==> src/rtl/dtw_core_ctrl.sv <==
// Sequencing controller for the dtw_core_datapath systolic DTW array: job intake, stream gating, pad/flush, result capture.
// Optional DTW_CTRL_PERF_EN adds perf_cycles/perf_stalls counters and ports.
module dtw_core_ctrl #(
  parameter int unsigned       width    = 16,
  parameter int unsigned       SQG_SIZE = 250,
  parameter logic [width-1:0]  PAD_WORD = 16'hFFFF
) (
  input  logic              clk,
  input  logic              rst,
  input  logic              start,
  input  logic [31:0]       ref_len_in,
  output logic              busy,
  input  logic              sq_valid,
  output logic              sq_ready,
  input  logic [width-1:0]  sq_data,
  input  logic              ref_valid,
  output logic              ref_ready,
  input  logic [width-1:0]  ref_data,
  output logic              res_valid,
  output logic [width-1:0]  res_minval,
  output logic [31:0]       res_position,
  output logic              res_err,
  output logic              dp_rst,
  output logic              dp_running,
  output logic [width-1:0]  dp_squiggle,
  output logic [width-1:0]  dp_rword,
  output logic [31:0]       dp_ref_len,
  input  logic [width-1:0]  dp_minval,
  input  logic [31:0]       dp_position,
  input  logic              dp_done
`ifdef DTW_CTRL_PERF_EN
  ,
  output logic [31:0]       perf_cycles,
  output logic [31:0]       perf_stalls
`endif
);

  localparam int unsigned SQ_W = $clog2(SQG_SIZE + 1);
  localparam int unsigned FL_W = $clog2(SQG_SIZE + 5);
  localparam logic [SQ_W-1:0] SQ_LAST = SQ_W'(SQG_SIZE - 1);
  localparam logic [FL_W-1:0] FL_LAST = FL_W'(SQG_SIZE + 3);

  typedef enum logic [2:0] {IDLE, CLEAR, LOAD, STREAM, FLUSH, SETTLE, RESULT} state_e;

  state_e            state_q, state_d;
  logic [31:0]       len_q, len_d;
  logic [SQ_W-1:0]   sq_cnt_q, sq_cnt_d;
  logic [31:0]       ref_cnt_q, ref_cnt_d;
  logic              ph_q, ph_d;
  logic [FL_W-1:0]   fl_q, fl_d;
  logic              err_q, err_d;
  logic              dp_rst_q, dp_rst_d;
  logic [width-1:0]  res_minval_q, res_minval_d;
  logic [31:0]       res_position_q, res_position_d;
  logic              res_err_q, res_err_d;
  logic              ref_real;
  logic              fire;

  always_comb begin
    state_d        = state_q;
    len_d          = len_q;
    sq_cnt_d       = sq_cnt_q;
    ref_cnt_d      = ref_cnt_q;
    ph_d           = ph_q;
    fl_d           = fl_q;
    err_d          = err_q;
    res_minval_d   = res_minval_q;
    res_position_d = res_position_q;
    res_err_d      = res_err_q;
    sq_ready       = 1'b0;
    ref_ready      = 1'b0;
    dp_running     = 1'b0;
    dp_squiggle    = '0;
    dp_rword       = '0;
    fire           = 1'b0;
    ref_real       = (ref_cnt_q < len_q);

    case (state_q)
      IDLE: begin
        if (start) begin
          len_d = ref_len_in;
          err_d = 1'b0;
          ph_d  = 1'b0;
          if (ref_len_in == 32'd0) begin
            state_d        = RESULT;
            res_err_d      = 1'b1;
            res_minval_d   = '1;
            res_position_d = '0;
          end else begin
            state_d = CLEAR;
          end
        end
      end
      CLEAR: begin
        sq_cnt_d  = '0;
        ref_cnt_d = '0;
        fl_d      = '0;
        ph_d      = ~ph_q;
        if (ph_q) state_d = LOAD;
      end
      LOAD: begin
        // Once the reference is exhausted the beat is padded and only the squiggle side gates it.
        dp_squiggle = sq_data;
        dp_rword    = ref_real ? ref_data : PAD_WORD;
        fire        = sq_valid && (ref_real ? ref_valid : 1'b1);
        if (fire) begin
          sq_ready   = 1'b1;
          ref_ready  = ref_real;
          dp_running = 1'b1;
          sq_cnt_d   = sq_cnt_q + 1'b1;
          if (ref_real) ref_cnt_d = ref_cnt_q + 32'd1;
          if (sq_cnt_q == SQ_LAST)
            state_d = (ref_real && ((ref_cnt_q + 32'd1) < len_q)) ? STREAM : FLUSH;
        end
      end
      STREAM: begin
        ref_ready = 1'b1;
        dp_rword  = ref_data;
        fire      = ref_valid;
        if (fire) begin
          dp_running = 1'b1;
          ref_cnt_d  = ref_cnt_q + 32'd1;
          if (ref_cnt_q == (len_q - 32'd1)) state_d = FLUSH;
        end
      end
      FLUSH: begin
        dp_rword = PAD_WORD;
        fl_d     = fl_q + 1'b1;
        if (dp_done) begin
          state_d = SETTLE;
          ph_d    = 1'b0;
        end else begin
          dp_running = 1'b1;
          if (fl_q == FL_LAST) begin
            state_d = SETTLE;
            ph_d    = 1'b0;
            err_d   = 1'b1;
          end
        end
      end
      SETTLE: begin
        ph_d = ~ph_q;
        if (ph_q) begin
          state_d        = RESULT;
          res_minval_d   = dp_minval;
          res_position_d = dp_position;
          res_err_d      = err_q;
        end
      end
      RESULT:  state_d = IDLE;
      default: state_d = IDLE;
    endcase

    dp_rst_d = (state_d == CLEAR);
  end

  always_ff @(posedge clk or negedge rst) begin
    if (!rst) begin
      state_q        <= IDLE;
      len_q          <= '0;
      sq_cnt_q       <= '0;
      ref_cnt_q      <= '0;
      ph_q           <= 1'b0;
      fl_q           <= '0;
      err_q          <= 1'b0;
      dp_rst_q       <= 1'b1;
      res_minval_q   <= '1;
      res_position_q <= '0;
      res_err_q      <= 1'b0;
    end else begin
      state_q        <= state_d;
      len_q          <= len_d;
      sq_cnt_q       <= sq_cnt_d;
      ref_cnt_q      <= ref_cnt_d;
      ph_q           <= ph_d;
      fl_q           <= fl_d;
      err_q          <= err_d;
      dp_rst_q       <= dp_rst_d;
      res_minval_q   <= res_minval_d;
      res_position_q <= res_position_d;
      res_err_q      <= res_err_d;
    end
  end

  assign busy         = (state_q != IDLE);
  assign res_valid    = (state_q == RESULT);
  assign res_minval   = res_minval_q;
  assign res_position = res_position_q;
  assign res_err      = res_err_q;
  assign dp_rst       = dp_rst_q;
  assign dp_ref_len   = len_q;

`ifdef DTW_CTRL_PERF_EN
  logic [31:0] cyc_q, cyc_d, stall_q, stall_d;
  logic [31:0] perf_cycles_q, perf_cycles_d, perf_stalls_q, perf_stalls_d;

  always_comb begin
    cyc_d         = cyc_q;
    stall_d       = stall_q;
    perf_cycles_d = perf_cycles_q;
    perf_stalls_d = perf_stalls_q;
    if (state_q == IDLE && state_d == CLEAR) begin
      cyc_d         = '0;
      stall_d       = '0;
      perf_cycles_d = '0;
      perf_stalls_d = '0;
    end else begin
      if (state_q inside {CLEAR, LOAD, STREAM, FLUSH, SETTLE}) cyc_d = cyc_q + 32'd1;
      if ((state_q == LOAD || state_q == STREAM) && !fire) stall_d = stall_q + 32'd1;
      if (state_q == SETTLE && state_d == RESULT) begin
        perf_cycles_d = cyc_q + 32'd1;
        perf_stalls_d = stall_q;
      end
    end
  end

  always_ff @(posedge clk or negedge rst) begin
    if (!rst) begin
      cyc_q         <= '0;
      stall_q       <= '0;
      perf_cycles_q <= '0;
      perf_stalls_q <= '0;
    end else begin
      cyc_q         <= cyc_d;
      stall_q       <= stall_d;
      perf_cycles_q <= perf_cycles_d;
      perf_stalls_q <= perf_stalls_d;
    end
  end

  assign perf_cycles = perf_cycles_q;
  assign perf_stalls = perf_stalls_q;
`endif

endmodule

==> config.mk <==
export PLATFORM = sky130hd
export DESIGN_NAME = dtw_core_ctrl
export DESIGN_NICKNAME = d
export VERILOG_FILES = /design/src/rtl/dtw_core_ctrl.sv
export SDC_FILE = /design/constraint.sdc
export NUM_CORES = 1
export LEC_CHECK = 0
export ABC_CLOCK_PERIOD_IN_PS = 7150
export BUFFER_PORTS_ARGS = -buffer_cell sky130_fd_sc_hd__buf_2
export CORE_UTILIZATION = 55
export CTS_CLUSTER_SIZE = 16
export DETAILED_ROUTE_END_ITERATION = 10
export PLACE_DENSITY = 0.95
export REMOVE_ABC_BUFFERS = 1
export SETUP_SLACK_MARGIN = 0.15
export SLEW_MARGIN = 10
export SYNTH_ARGS = -nofsm -noshare
export SYNTH_HDL_FRONTEND = slang
export SYNTH_SLANG_ARGS = --single-unit
export TNS_END_PERCENT = 50
==> constraint.sdc <==
create_clock -name clk -period 7.15 [get_ports clk]
set_input_delay 0.3575 -clock clk [delete_from_list [all_inputs] [get_ports clk]]
set_output_delay 0.3575 -clock clk [all_outputs]
set_load 0.005 [all_outputs]
==> flow_summary.ini <==
[die]
io_pins = 237
dieArea_um2 = 17000
fp-row-count = 46
die_w_um = 130
core_um2 = 15900
start_util_pct = 56.7
die_y_um = 130

[clock_tree]
cts_setup_buffers = 0
worst_skew_pair.late_latency_ps = 430
cts_tree = built
root_buffer = clkbuf_16
clk_path_buf_depth = 2
cts_max_level = 4
cts.clk_slew.worst_paths_ps = 60
numCtsBuffers = 17
clkSinkCount = 135

[yosys]
yosys_warnings = 0
ys_ff_latch = 135
synth.area.top_cells = dfrtp_1 (33%), ha_1 (9.7%), nand2_1 (6.5%)
synth_fa_ha_area_share_pct = 9.69
synthMuxAreaShare_pct = 0.567
yosysTopAreaCell = dfrtp_1
ys_seq_area_share_pct = 37.6
synth_top_family_by_area = simple AND/OR/NAND/NOR gates
yosys.area_share.simple_pct = 24.8
synthesis.area_um2 = 9040
synth_compound_area_share_pct = 15.6
ys_async_sr_fraction_pct = 100
yosys_most_used_dff = dfrtp_1
synth_xor_area_share_pct = 7.22
yosysTopAreaCellShare_pct = 32.7
syn_area_per_cell_um2 = 8.45
synthCells = 1070
synth_enable_flop_cells = 0
yosysMostFrequentCell = nand2_1
yosysUniqueCellTypes = 66
synthTopCellsByCount = nand2_1 (157), dfrtp_1 (118), nor2_1 (83), o21ai_0 (83), ha_1 (70)

[pwr]
clkPwrFrac_pct = 44.7
p_int_uw = 1460
swShare_pct = 27.7
p_per_area_nw_per_um2 = 183
ir_worst_vdd_mv = 0.204
p_seq_share_pct = 41.8
pwr-share-comb_pct = 13.5
cellLeakagePower_uw = 0.00551
switching_power_uw = 558

[sta]
fin_skew_ps = 8.40
relSlewSlack_pct = 18.9
finalCriticalPeriod_ps = 4400
fmax_mhz = 227
setup_tns_ps = 0
worstMarginPinSlew_ps = 1210
rsz0062_at_grt = false
hold_viol = 0
worst_hold_slack_ps = 146
slew_viol_final = 0
post-route-period-util_pct = 61.6
final-setup-viol-count = 0
timing.final.ws_setup_ps = 2750

[drt]
wirelength_um = 26800
route.met3.wl_um = 2510
wl_met1_um = 10800
avgRoutedWirePerCell_um = 17.8
vias = 9168
drc = 0
drtPass1Iterations = 7
highest_layer = met4
drt-initial-drc-count = 879
via_per_inst = 6.08
antenna_left = 0
dr_wl_met2_um = 12400

[setup_path]
crit_fanout = 10
cp-start-kind = register
cp-end-kind = register
crit_arrival_ps = 4720
cp.required_ps = 7460
critical_path_class = reg -> reg
crit_chain = nand3_1 -> or4_1 -> nor4_1 -> nand4_1 -> xnor2_1 -> ha_1 -> a21oi_1 -> o21ai_0 -> a221oi_1 -> o31ai_1 -> nor3b_1 -> nor3b_1 -> a211o_1
slowest_stage = or4_1
path_common_cell = nor3b_1
cpPeakStageDelay_ps = 670

[place]
dp_slack_ps = 2900
dp_hpwl_um = 19700
post_dp_cell_area_um2 = 10400
io_buffers = 236
gp_congestion = 0.966
dpl.cell_count = 1475

[global_route]
grt_max_degree = 70
grt_antenna_before_repair = 1
grt_first_pass_wirelength_um = 41600
grt_usage_pct = 31.7
overflow = 0
first_global_vias = 8323

[finish]
areaGrowthSynthToFinish_pct = 21.5
postLayoutCellArea_um2 = 11000
nNetsFinal = 1467
drive_gt1_share_pct = 23.5
stdcell_count = 1509

[worst_hold_path]
hold_class = in -> reg

[run]
timing.max_cap.violations = 0

[outcome]
outcome = finished clean
==> repair_timing <==
action                                 CTS  global route
endpoints found under the hold margin   66             0
gates resized for setup                  0             0
hold buffers                             1             0
==> cell families after synthesis <==
family	Yosys count
simple gates	462
buf+inv	105
fa+ha+maj	70
flops	135
mux	5
xor+xnor	73
compound gates	220
==> power by group through the flow <==
| stage | registers, µW | clock network [µW] | logic [µW] |
|---|---|---|---|
| 2_1_floorplan | 845 | 0 | 152 |
| 3_3_place_gp | 852 | 0 | 259 |
| 3_5_place_dp | 856 | 0 | 267 |
| 4_1_cts | 843 | 903 | 271 |
| 5_1_grt | 850 | 937 | 306 |
| 6_report | 843 | 901 | 271 |
==> worst max-delay path, delay by kind of cell, from the launching register on <==
| family | cells | cell delay (ps) |
|---|---|---|
| adders and majority gates | 1 | 300 |
| DFF | 1 | 510 |
| AOI/OAI and AO/OA | 5 | 1000 |
| xor gates and xnor gates | 1 | 260 |
| and+or+nand+nor | 6 | 2210 |
==> registers in the layout, indices dropped and copies added (netlist names) <==
| name | count |
|---|---|
| dp_ref_len | 32 |
| sq_cnt_q | 8 |
| res_minval | 16 |
| ref_cnt_q | 32 |
| dp_rst | 1 |
| ph_q | 1 |
| fl_q | 8 |
| err_q | 1 |
| res_err | 1 |
| state_q | 3 |
| res_position | 32 |
==> final timing paths <==
| path | startpoint | to | slack, ps | depth (start not counted) |
|---|---|---|---|---|
| min in group asynchronous | rst | dp_ref_len[29]$_DFFE_PN0P_ | 490 | 2 |
| worst min-delay path | ref_len_in[21] | dp_ref_len[21]$_DFFE_PN0P_ | 150 | 3 |
| worst max register to register | ref_cnt_q[2]$_DFFE_PN0P_ | state_q[2]$_DFF_PN0_ | 2750 | 13 |
| worst min register to register | res_position[5]$_DFFE_PN0P_ | res_position[5]$_DFFE_PN0P_ | 460 | 2 |
| worst max-delay path | ref_cnt_q[2]$_DFFE_PN0P_ | state_q[2]$_DFF_PN0_ | 2750 | 13 |
| max in group asynchronous | rst | res_position[16]$_DFFE_PN0P_ | 5360 | 3 |
==> per-stage QoR <==
step | power (µW) | util, %
after floorplan | 997 | -
after global placement | 1110 | 65.0
after detailed placement | 1120 | 65.0
after CTS | 2020 | 68.9
after global routing | 2090 | 68.9
final | 2020 | 68.9
==> routing by layer <==
| layer | vias to the layer above | global-route usage (%) |
|---|---|---|
| li1 | 4229 | - |
| met1 | 4316 | 39.7 |
| met2 | 517 | 50.7 |
| met3 | 106 | 7.50 |
| met4 | 0 | 17.2 |
| met5 | - | 0 |
==> cell usage in the layout, fill, tap and decap left out, types with 5 or more instances in the layout <==
cell	netlist	routed
dfstp_2	17	17
or3_1	7	7
o21ai_0	83	83
nor3b_1	6	6
ha_1	70	70
o31ai_1	14	14
nor4_1	18	18
xnor2_1	50	50
o21a_1	7	7
clkinv_4	0	5
or4_1	5	5
nand2b_1	5	5
and4_1	7	7
a21oi_1	34	33
a21o_1	8	8
and2_1	21	21
inv_1	49	49
dfrtp_1	118	118
buf_4	0	8
nor2_1	83	82
and3_1	7	7
nand2_1	157	157
nand3_1	64	64
nor3_1	37	37
o21ai_1	5	5
buf_2	3	235
a22o_1	19	19
o211ai_1	8	8
nand4_1	29	29
xor2_1	22	22
clkbuf_16	0	20
nor2b_1	7	6
==> final cells by class <==
cell class              count  area [µm²]
diodes                      1        2.50
clock buffers              21         504
clock inverters            11         109
fillers                  1238        4960
inverters                  50         188
multi-input cells         830        5260
flip-flops and latches    135        3400
well taps                 216         270
repair buffers            245        1260
Note: power is estimated with default switching activity, not from simulation.
